--- src/rtl/multicycle_controller.sv ---
// +--------------------------------------------------------------------------+
// | Module      : multicycle_controller                                      |
// | Description : Moore FSM plus combinational ALU/immediate decode that     |
// |               sequences a multicycle RISC-V datapath (lw, sw, R-type,    |
// |               I-type ALU, jal, beq). Optional bne support is enabled by  |
// |               defining the macro MC_BNE_EN.                              |
// | Revision    : 1.0 - initial release                                      |
// +--------------------------------------------------------------------------+
`default_nettype none

module multicycle_controller (
  input  logic       clk,
  input  logic       rst,
  input  logic [6:0] Op,
  input  logic [2:0] funct3,
  input  logic       funct7_5,
  input  logic       zero,
  output logic       PCWrite,
  output logic       AdrSrc,
  output logic       MemWrite,
  output logic       IRWrite,
  output logic [1:0] ResultSrc,
  output logic [1:0] ALUSrcA,
  output logic [1:0] ALUSrcB,
  output logic [2:0] ALUControl,
  output logic [1:0] ImmSrc,
  output logic       RegWrite,
  output logic       instr_done,
  output logic [3:0] state
);

  // State encodings
  localparam logic [3:0] S_FETCH    = 4'd0;
  localparam logic [3:0] S_DECODE   = 4'd1;
  localparam logic [3:0] S_MEMADR   = 4'd2;
  localparam logic [3:0] S_MEMREAD  = 4'd3;
  localparam logic [3:0] S_MEMWB    = 4'd4;
  localparam logic [3:0] S_MEMWRITE = 4'd5;
  localparam logic [3:0] S_EXECUTER = 4'd6;
  localparam logic [3:0] S_ALUWB    = 4'd7;
  localparam logic [3:0] S_EXECUTEI = 4'd8;
  localparam logic [3:0] S_JAL      = 4'd9;
  localparam logic [3:0] S_BEQ      = 4'd10;

  // Opcodes
  localparam logic [6:0] OP_LW    = 7'b0000011;
  localparam logic [6:0] OP_SW    = 7'b0100011;
  localparam logic [6:0] OP_RTYPE = 7'b0110011;
  localparam logic [6:0] OP_ITYPE = 7'b0010011;
  localparam logic [6:0] OP_JAL   = 7'b1101111;
  localparam logic [6:0] OP_BEQ   = 7'b1100011;

  // ALU operation codes
  localparam logic [2:0] ALU_ADD = 3'b000;
  localparam logic [2:0] ALU_SUB = 3'b001;
  localparam logic [2:0] ALU_AND = 3'b010;
  localparam logic [2:0] ALU_OR  = 3'b011;
  localparam logic [2:0] ALU_SLT = 3'b101;

  logic [3:0] state_q;
  logic [3:0] state_d;
  logic [1:0] alu_op;
  logic       pc_update;
  logic       branch;
  logic       branch_taken;
  logic       op_supported;

  assign op_supported = (Op == OP_LW)    || (Op == OP_SW)    ||
                        (Op == OP_RTYPE) || (Op == OP_ITYPE) ||
                        (Op == OP_JAL)   || (Op == OP_BEQ);

  // Next-state selection; illegal codes recover to FETCH
  always_comb begin
    state_d = S_FETCH;
    case (state_q)
      S_FETCH:  state_d = S_DECODE;
      S_DECODE: begin
        case (Op)
          OP_LW, OP_SW: state_d = S_MEMADR;
          OP_RTYPE:     state_d = S_EXECUTER;
          OP_ITYPE:     state_d = S_EXECUTEI;
          OP_JAL:       state_d = S_JAL;
          OP_BEQ:       state_d = S_BEQ;
          default:      state_d = S_FETCH;
        endcase
      end
      S_MEMADR:   state_d = (Op == OP_LW) ? S_MEMREAD : S_MEMWRITE;
      S_MEMREAD:  state_d = S_MEMWB;
      S_MEMWB:    state_d = S_FETCH;
      S_MEMWRITE: state_d = S_FETCH;
      S_EXECUTER: state_d = S_ALUWB;
      S_EXECUTEI: state_d = S_ALUWB;
      S_JAL:      state_d = S_ALUWB;
      S_ALUWB:    state_d = S_FETCH;
      S_BEQ:      state_d = S_FETCH;
      default:    state_d = S_FETCH;
    endcase
  end

  // State register; reset overrides any in-flight instruction
  always_ff @(posedge clk) begin
    if (rst) begin
      state_q <= S_FETCH;
    end else begin
      state_q <= state_d;
    end
  end

  // Moore outputs decoded from the current state
  always_comb begin
    pc_update = 1'b0;
    branch    = 1'b0;
    AdrSrc    = 1'b0;
    MemWrite  = 1'b0;
    IRWrite   = 1'b0;
    ResultSrc = 2'b00;
    ALUSrcA   = 2'b00;
    ALUSrcB   = 2'b00;
    alu_op    = 2'b00;
    RegWrite  = 1'b0;
    case (state_q)
      S_FETCH: begin
        IRWrite   = 1'b1;
        ALUSrcB   = 2'b10;
        ResultSrc = 2'b10;
        pc_update = 1'b1;
      end
      S_DECODE: begin
        ALUSrcA = 2'b01;
        ALUSrcB = 2'b01;
      end
      S_MEMADR: begin
        ALUSrcA = 2'b10;
        ALUSrcB = 2'b01;
      end
      S_MEMREAD:  AdrSrc = 1'b1;
      S_MEMWB: begin
        ResultSrc = 2'b01;
        RegWrite  = 1'b1;
      end
      S_MEMWRITE: begin
        AdrSrc   = 1'b1;
        MemWrite = 1'b1;
      end
      S_EXECUTER: begin
        ALUSrcA = 2'b10;
        alu_op  = 2'b10;
      end
      S_EXECUTEI: begin
        ALUSrcA = 2'b10;
        ALUSrcB = 2'b01;
        alu_op  = 2'b10;
      end
      S_ALUWB:    RegWrite = 1'b1;
      S_JAL: begin
        ALUSrcA   = 2'b01;
        ALUSrcB   = 2'b10;
        pc_update = 1'b1;
      end
      S_BEQ: begin
        ALUSrcA = 2'b10;
        alu_op  = 2'b01;
        branch  = 1'b1;
      end
      default: ;
    endcase
  end

  // Branch condition; bne support is optional
  always_comb begin
    branch_taken = 1'b0;
`ifdef MC_BNE_EN
    if (funct3 == 3'b000) begin
      branch_taken = zero;
    end else if (funct3 == 3'b001) begin
      branch_taken = ~zero;
    end
`else
    if (funct3 == 3'b000) begin
      branch_taken = zero;
    end
`endif
  end

  assign PCWrite = pc_update | (branch & branch_taken);

  // ALU control decode; subtract only for R-type with funct7[5] set
  always_comb begin
    ALUControl = ALU_ADD;
    case (alu_op)
      2'b00: ALUControl = ALU_ADD;
      2'b01: ALUControl = ALU_SUB;
      2'b10: begin
        case (funct3)
          3'b000:  ALUControl = (Op[5] & funct7_5) ? ALU_SUB : ALU_ADD;
          3'b010:  ALUControl = ALU_SLT;
          3'b110:  ALUControl = ALU_OR;
          3'b111:  ALUControl = ALU_AND;
          default: ALUControl = ALU_ADD;
        endcase
      end
      default: ALUControl = ALU_ADD;
    endcase
  end

  // Immediate format selected from the opcode
  always_comb begin
    case (Op)
      OP_SW:   ImmSrc = 2'b01;
      OP_BEQ:  ImmSrc = 2'b10;
      OP_JAL:  ImmSrc = 2'b11;
      default: ImmSrc = 2'b00;
    endcase
  end

  assign instr_done = (state_q == S_MEMWB)    || (state_q == S_MEMWRITE) ||
                      (state_q == S_ALUWB)    || (state_q == S_BEQ)      ||
                      ((state_q == S_DECODE) && !op_supported);

  assign state = state_q;

endmodule

`default_nettype wire

--- config.mk ---
export PLATFORM = sky130hd
export DESIGN_NAME = multicycle_controller
export DESIGN_NICKNAME = d
export VERILOG_FILES = /design/src/rtl/multicycle_controller.sv
export SDC_FILE = /design/constraint.sdc
export NUM_CORES = 1
export LEC_CHECK = 0
export BUFFER_PORTS_ARGS = -buffer_cell sky130_fd_sc_hd__buf_2
export CORE_MARGIN = 2
export CORE_UTILIZATION = 38
export DETAILED_ROUTE_END_ITERATION = 10
export PLACE_DENSITY = 0.82
export SLEW_MARGIN = 20
export SYNTH_ARGS = -nofsm -noshare
export SYNTH_HDL_FRONTEND = slang
export SYNTH_SLANG_ARGS = --single-unit
--- constraint.sdc ---
create_clock -name clk -period 1.6 [get_ports clk]
set_input_delay 0.08 -clock clk [delete_from_list [all_inputs] [get_ports clk]]
set_output_delay 0.08 -clock clk [all_outputs]
set_load 0.02 [all_outputs]
==> load_flow_metrics.sql, run 1 <==
INSERT INTO impl_metrics (metric_group, metric, value, unit) VALUES
('placed_design', 'hpwl', '1377', 'um'),
('clocking', 'cts.root.buffer_cell', 'clkbuf_4', ''),
('clocking', 'inserted_clock_buffers', '3', ''),
('floorplan', 'die-width', '43.67', 'um'),
('placed_design', 'place.gp.congestion', '0.8365', ''),
('layout', 'layout.area.seq', '87.58', 'um^2'),
('synth', 'syn-mean-instance-area', '7.036', 'um^2'),
('route', 'antenna_left', '0', ''),
('floorplan', 'chipHeight', '43.67', 'um'),
('timing', 'setup_viols_final', '3', ''),
('floorplan', 'initial_core_util', '40.17', '%'),
('pwr', 'total_power', '388.4', 'uW'),
('critical_path', 'worstSetupEndpointType', 'output port', ''),
('grt', 'globalRoute.totalOverflow', '0', ''),
('route', 'detail_route.vias_per_cell', '5.701', ''),
('layout', 'area_growth', '65.69', '%'),
('layout', 'antenna-diode-count', '0', ''),
('synth', 'postSynth.asyncResetShare', '0', '%'),
('grt', 'grt.total_usage', '21.77', '%'),
('timing', 'finalSetupTns', '-0.7079', 'ns'),
('placed_design', 'port_buffers', '34', ''),
('layout', 'filler_cell_count', '128', ''),
('layout', 'largest_reg_flops', '4', ''),
('clocking', 'clock_tree_from_tritoncts', 'yes', ''),
('floorplan', 'dieArea', '1907', 'um^2'),
('route', 'avgRoutedWirePerCell', '13.73', 'um'),
('clocking', 'clkLatencyLatePin', '0.24', 'ns'),
('critical_path', 'worstPathArrival', '1.80', 'ns'),
('synth', 'synth_top_flop_cell', 'dfxtp_1', ''),
('timing', 'worst_clock_skew', '0.01209', 'ns'),
('floorplan', 'std_cell_rows', '14', ''),
('synth', 'synth-seq-area-share', '13.39', '%'),
('route', 'route.vias.total', '838', ''),
('critical_path', 'worstPathMaxFanout', '4', ''),
('outcome', 'violations', 'negative setup slack', ''),
('flow_run', 'cap_violations', '0', ''),
('pwr', 'power_leakage', '0.4684', 'nW'),
('timing', 'report.final.slew_viol_count', '0', ''),
('timing', 'final_worst_setup_slack', '-0.2781', 'ns'),
('timing', 'final.min_clock_period', '1.878', 'ns'),
('timing', 'worst_slew_pin_slew', '0.3284', 'ns'),
('pwr', 'power_density', '391.9', 'nW/um^2'),
('route', 'initialDrtViolationCount', '17', ''),
('critical_path', 'worst-setup-path-type', 'flop to output port', ''),
('grt', 'grt_first_pass_wirelength', '3187', 'um'),
('timing', 'hold_viol_final', '0', ''),
('pwr', 'peakVddDrop', '281.5', 'uV'),
('synth', 'yosys_register_bits', '4', ''),
('layout', 'multi_input_area', '516.7', 'um^2'),
('synth', 'ys_types', '39', ''),
('outcome', 'outcome', 'finished with violations', ''),
('route', 'detailedRoute.firstPassIterationCount', '4', ''),
('synth', 'leading_cell_types_by_total_area_after_synthesis', 'dfxtp_1 (13%), a21oi_1 (5.9%), nand2_1 (5.6%)', ''),
('synth', 'biggest_area_consumer_among_synthesized_cells', 'dfxtp_1', ''),
('timing', 'slew_headroom', '78.05', '%'),
('timing', 'rsz0062_at_grt', 'true', ''),
('clocking', 'cts.path.max_buffers', '2', ''),
('clocking', 'clk_pin_slew', '0.05', 'ns'),
('layout', 'finish.utilization', '66.55', '%'),
('grt', 'grt_max_degree', '16', ''),
('synth', 'synth_enable_flop_cells', '0', ''),
('synth', 'syn-num-nets', '101', ''),
('synth', 'yosysWarningCount', '0', ''),
('floorplan', 'floorplan.io_pins', '35', ''),
('floorplan', 'core', '1489', 'um^2'),
('clocking', 'htree_levels', '1', ''),
('grt', 'antenna_found_initial', '0', ''),
('timing', 'min_period_over_period', '117.4', '%'),
('timing', 'fmax', '532.4', 'MHz'),
('timing', 'final.hold.worst_slack', '0.07001', 'ns'),
('worst_hold_path', 'hp-class', 'primary input to flop', ''),
('layout', 'nets', '148', ''),
('clocking', 'cts_num_sinks', '4', ''),
('synth', 'synth.cell_area', '598.1', 'um^2'),
('route', 'remaining_drc_errors', '0', ''),
('synth', 'area_share_of_the_leading_cell_type_in_the_synthesized_netlist', '13.39', '%'),
('synth', 'post_synth_inst_count', '85', ''),
('route', 'routed_wirelength', '2018', 'um'),
('layout', 'drive_gt1_share', '54.20', '%'),
('critical_path', 'cp_data_required_time', '1.52', 'ns'),
('critical_path', 'worst_setup_path_start_kind', 'flop', ''),
('grt', 'first_global_vias', '725', '');
==> placed cells by master (no fill, tap or decap), types with 2 or more instances in the layout <==
cell type / n
or4_1: 2
buf_2: 29
nand2_1: 8
inv_1: 4
dfxtp_2: 3
nor2_1: 8
xnor2_1: 2
a31oi_1: 5
ha_4: 2
buf_4: 14
buf_6: 5
nand2b_1: 3
inv_4: 3
clkbuf_4: 3
a21oi_1: 6
nand3_1: 3
or3_4: 2
nor3_1: 2
==> repair_timing <==
action,4_1_cts,5_1_grt
endpoints found under the setup margin,4,5
buffers inserted,4,0
gates resized for setup,17,3
pin swaps,6,0
hold buffers,0,0
==> final timing paths <==
check | start | endpoint | slack, ns | cells past startpoint
worst min register to register | state[1] | state[1] | 0.60 | 2
worst max register to register | state[1] | state[2] | 0.30 | 5
worst max-delay path | state[3] | ALUControl[2] | -0.28 | 7
worst min-delay path | rst | state[1] | 0.07 | 2
==> kinds of logic (layout without fill, tap and decap cells) <==
family | after synthesis | in the layout | synth area share, %
simple gates | 42 | 42 | 40.59
flops | 4 | 4 | 13.39
compound gates | 21 | 21 | 23.43
xor+xnor | 3 | 3 | 4.394
buf+inv | 13 | 59 | 14.01
fa+ha+maj | 2 | 2 | 4.183
==> synth_stat cells, types with 2 or more instances <==
library cell and count:
a21oi_1 7, a31oi_1 5, buf_6 2, dfxtp_1 4
ha_1 2, inv_1 6, nand2_1 9, nand2b_1 3
nand3_1 3, nor2_1 9, nor3_1 2, nor4_1 3
or3_1 2, or4_1 2, xnor2_1 2
==> metal layers <==
metal,wire length (um),GRT usage (%),vias up
met5,0,0,-
met4,29,6.061,0
met3,127,2.083,4
met2,1040,37.35,40
met1,821,28.79,386
li1,-,-,408
==> power breakdown <==
group | internal (mW) | leakage [nW] | switching (mW) | total [mW]
Sequential | 0.102 | 0.0346 | 0.00146 | 0.103
Clock | 0.0940 | 0.0150 | 0.0479 | 0.142
Combinational | 0.0581 | 0.419 | 0.0854 | 0.144
Total | 0.254 | 0.468 | 0.135 | 0.388
==> layout make-up <==
class	instances	share of cell area [%]
Clock buffer	4	2.652
Inverter	7	3.409
Multi-Input combinational cell	68	52.15
Sequential cell	4	8.838
Tap cell	16	2.020
Timing Repair Buffer	48	30.93
==> worst max-delay path: stages, from the launching register on <==
cell and delay [ns]:
dfxtp_4 0.35, inv_4 0.04, or3_4 0.34, a21oi_4 0.17, ha_4 0.17, nand2_4 0.05
nor4_4 0.25, buf_4 0.18
==> stage by stage <==
step,setup slack (ns),instance area [um^2],std cells
2_1_floorplan,-0.1087,658.1,85
3_3_place_gp,-0.06866,865.8,139
3_5_place_dp,-0.09486,865.8,139
4_1_cts,-0.2609,980.9,147
5_1_grt,-0.3270,991.0,147
6_report,-0.2781,991.0,147
Power figures use the tool's default switching activity.
==> inputs of run 2 (changes only) <==
CORE_UTILIZATION = 42   (was 38)
PLACE_DENSITY = 0.85   (was 0.82)
clock period = 1.85 ns   (was 1.6 ns; I/O delays follow)
==> load_flow_metrics.sql, run 2 (same netlist as run 1, synthesis figures left out) <==
INSERT INTO impl_metrics (metric_group, metric, value, unit) VALUES
('critical_path', 'cpPeakStageDelay', '0.39', 'ns'),
('grt', 'antenna_found_initial', '0', ''),
('timing', 'report.final.slew_viol_count', '0', ''),
('route', 'detailedRoute.firstPassIterationCount', '4', ''),
('worst_hold_path', 'hp-class', 'primary input to flop', ''),
('outcome', 'violations', 'negative setup slack', ''),
('critical_path', 'cell_class_contributing_the_biggest_share_of_worst_path_delay', 'simple AND/OR/NAND/NOR gates', ''),
('layout', 'largest_reg_flops', '4', ''),
('critical_path', 'worst_path_max_delay_cell', 'or3_4', ''),
('layout', 'post_layout_nonfiller_instances', '143', ''),
('clocking', 'cts_hold_buf', '0', ''),
('timing', 'hold_viol_final', '0', ''),
('critical_path', 'worstPathMaxFanout', '4', ''),
('grt', 'grt_max_degree', '16', ''),
('timing', 'worst_clock_skew', '0.001702', 'ns'),
('timing', 'finalSetupTns', '-0.06615', 'ns'),
('placed_design', 'port_buffers', '34', ''),
('clocking', 'cts.path.max_buffers', '2', ''),
('route', 'antenna_left', '0', ''),
('grt', 'grt_first_pass_wirelength', '3339', 'um'),
('timing', 'min_period_over_period', '103.6', '%'),
('critical_path', 'worstPathArrival', '1.82', 'ns'),
('critical_path', 'path_cells', 'inv_2 > or3_4 > a21oi_4 > ha_4 > nand2_4 > nor4_4 > buf_4', ''),
('pwr', 'total_power', '311.1', 'uW'),
('floorplan', 'std_cell_rows', '13', ''),
('critical_path', 'reg2regPathDepth', '5', ''),
('timing', 'worst_slew_pin_slew', '0.3270', 'ns'),
('route', 'route.vias.total', '804', ''),
('layout', 'area_growth', '51.88', '%'),
('floorplan', 'initial_core_util', '45.39', '%'),
('layout', 'final_design_area_no_fill', '908.4', 'um^2'),
('pwr', 'power_leakage', '0.4447', 'nW'),
('route', 'initialDrtViolationCount', '19', ''),
('clocking', 'clkLatencyLatePin', '0.23', 'ns'),
('outcome', 'outcome', 'finished with violations', ''),
('clocking', 'clk_pin_slew', '0.04', 'ns'),
('critical_path', 'cp_data_required_time', '1.76', 'ns'),
('floorplan', 'dieArea', '1742', 'um^2'),
('placed_design', 'hpwl', '1408', 'um'),
('layout', 'finish.utilization', '68.95', '%'),
('pwr', 'power_density', '342.5', 'nW/um^2'),
('timing', 'setup_viols_final', '1', ''),
('timing', 'rsz0062_at_grt', 'true', ''),
('route', 'remaining_drc_errors', '0', ''),
('layout', 'antenna-diode-count', '0', ''),
('clocking', 'cts.root.buffer_cell', 'clkbuf_4', ''),
('floorplan', 'floorplan.io_pins', '35', ''),
('timing', 'final_worst_setup_slack', '-0.06615', 'ns'),
('flow_run', 'cap_violations', '0', ''),
('worst_hold_path', 'timing.hold.worst_path_depth', '2', ''),
('timing', 'slew_headroom', '77.92', '%'),
('layout', 'drive_gt1_share', '50.00', '%'),
('clocking', 'cts_num_sinks', '4', ''),
('clocking', 'clock_tree_from_tritoncts', 'yes', ''),
('layout', 'nets', '146', ''),
('grt', 'first_global_vias', '798', ''),
('critical_path', 'worst-setup-path-type', 'flop to output port', ''),
('critical_path', 'timing.critical_path.buf_inv', '2', ''),
('timing', 'final.min_clock_period', '1.916', 'ns'),
('layout', 'layout_commonest_cell', 'buf_2', ''),
('placed_design', 'place.gp.congestion', '0.8248', ''),
('placed_design', 'placed_cells_incl_taps', '137', ''),
('grt', 'globalRoute.totalOverflow', '0', ''),
('route', 'avgRoutedWirePerCell', '12.95', 'um'),
('critical_path', 'cell_depth_of_the_worst_setup_path', '7', ''),
('timing', 'fmax', '521.9', 'MHz'),
('critical_path', 'worstSetupEndpointType', 'output port', ''),
('critical_path', 'worst_setup_path_start_kind', 'flop', ''),
('route', 'detail_route.vias_per_cell', '5.622', ''),
('clocking', 'inserted_clock_buffers', '3', ''),
('layout', 'filler_cell_count', '111', ''),
('placed_design', 'post_dp_cell_area', '814.5', 'um^2'),
('floorplan', 'core', '1318', 'um^2'),
('floorplan', 'die-width', '41.74', 'um'),
('floorplan', 'chipHeight', '41.74', 'um'),
('pwr', 'peakVddDrop', '331.9', 'uV'),
('layout', 'layout_common_cells', 'buf_2 (32), buf_4 (14), nor2_1 (9)', ''),
('clocking', 'htree_levels', '1', ''),
('grt', 'grt.total_usage', '23.55', '%'),
('route', 'routed_wirelength', '1852', 'um');
run 2: cell count changes in the layout (fill, tap and decap cells not counted), moves of 2 or more:
| cell | before | now |
|---|---|---|
| dfxtp_1 | 0 | 2 |
| buf_2 | 29 | 32 |
| inv_2 | 0 | 2 |
| buf_6 | 5 | 0 |
| inv_4 | 3 | 0 |
run 2: report_power, final:
group	internal (mW)	switching, mW
clock	0.0723	0.0312
sequential	0.0890	0.00123
combinational	0.0458	0.0716
run 2: stage by stage:
step,worst slack (ns),hold slack (ns)
after detailed placement,0.04498,0.3260
after global routing,-0.1507,0.09510
after global placement,0.09263,0.3203
final,-0.06615,0.08280
after CTS,-0.04917,0.08709
after floorplan,0.001743,0.1853
run 2: routing by layer:
metal	up-vias	part of all wire, %	global-route usage, %
met5	-	0	0
met4	0	0	7.097
met3	0	3.8	1.739
met2	24	54	45.31
met1	376	42	26.94
li1	404	-	-
run 2: final cells by class:
type / instances / area [um^2] / share of cell area [%]
Clock buffer: 3 / 22.52 / 2.479
Sequential cell: 4 / 82.58 / 9.091
Multi-Input combinational cell: 68 / 493.0 / 54.27
Tap cell: 15 / 18.77 / 2.066
Inverter: 7 / 26.28 / 2.893
Timing Repair Buffer: 46 / 265.3 / 29.20
run 2: timing repair:
action                                  in CTS  in global routing
endpoints found under the setup margin       3                  2
gates resized for setup                      9                  2
pin swaps                                    5                  5
setup buffers                                3                  0
run 2: worst paths after layout:
check             endpoint  slack (ns)  startpoint
max          ALUControl[2]       -0.07    state[3]
min               state[1]        0.08         rst
max reg2reg       state[2]        0.52    state[1]
min reg2reg       state[2]        0.64    state[1]
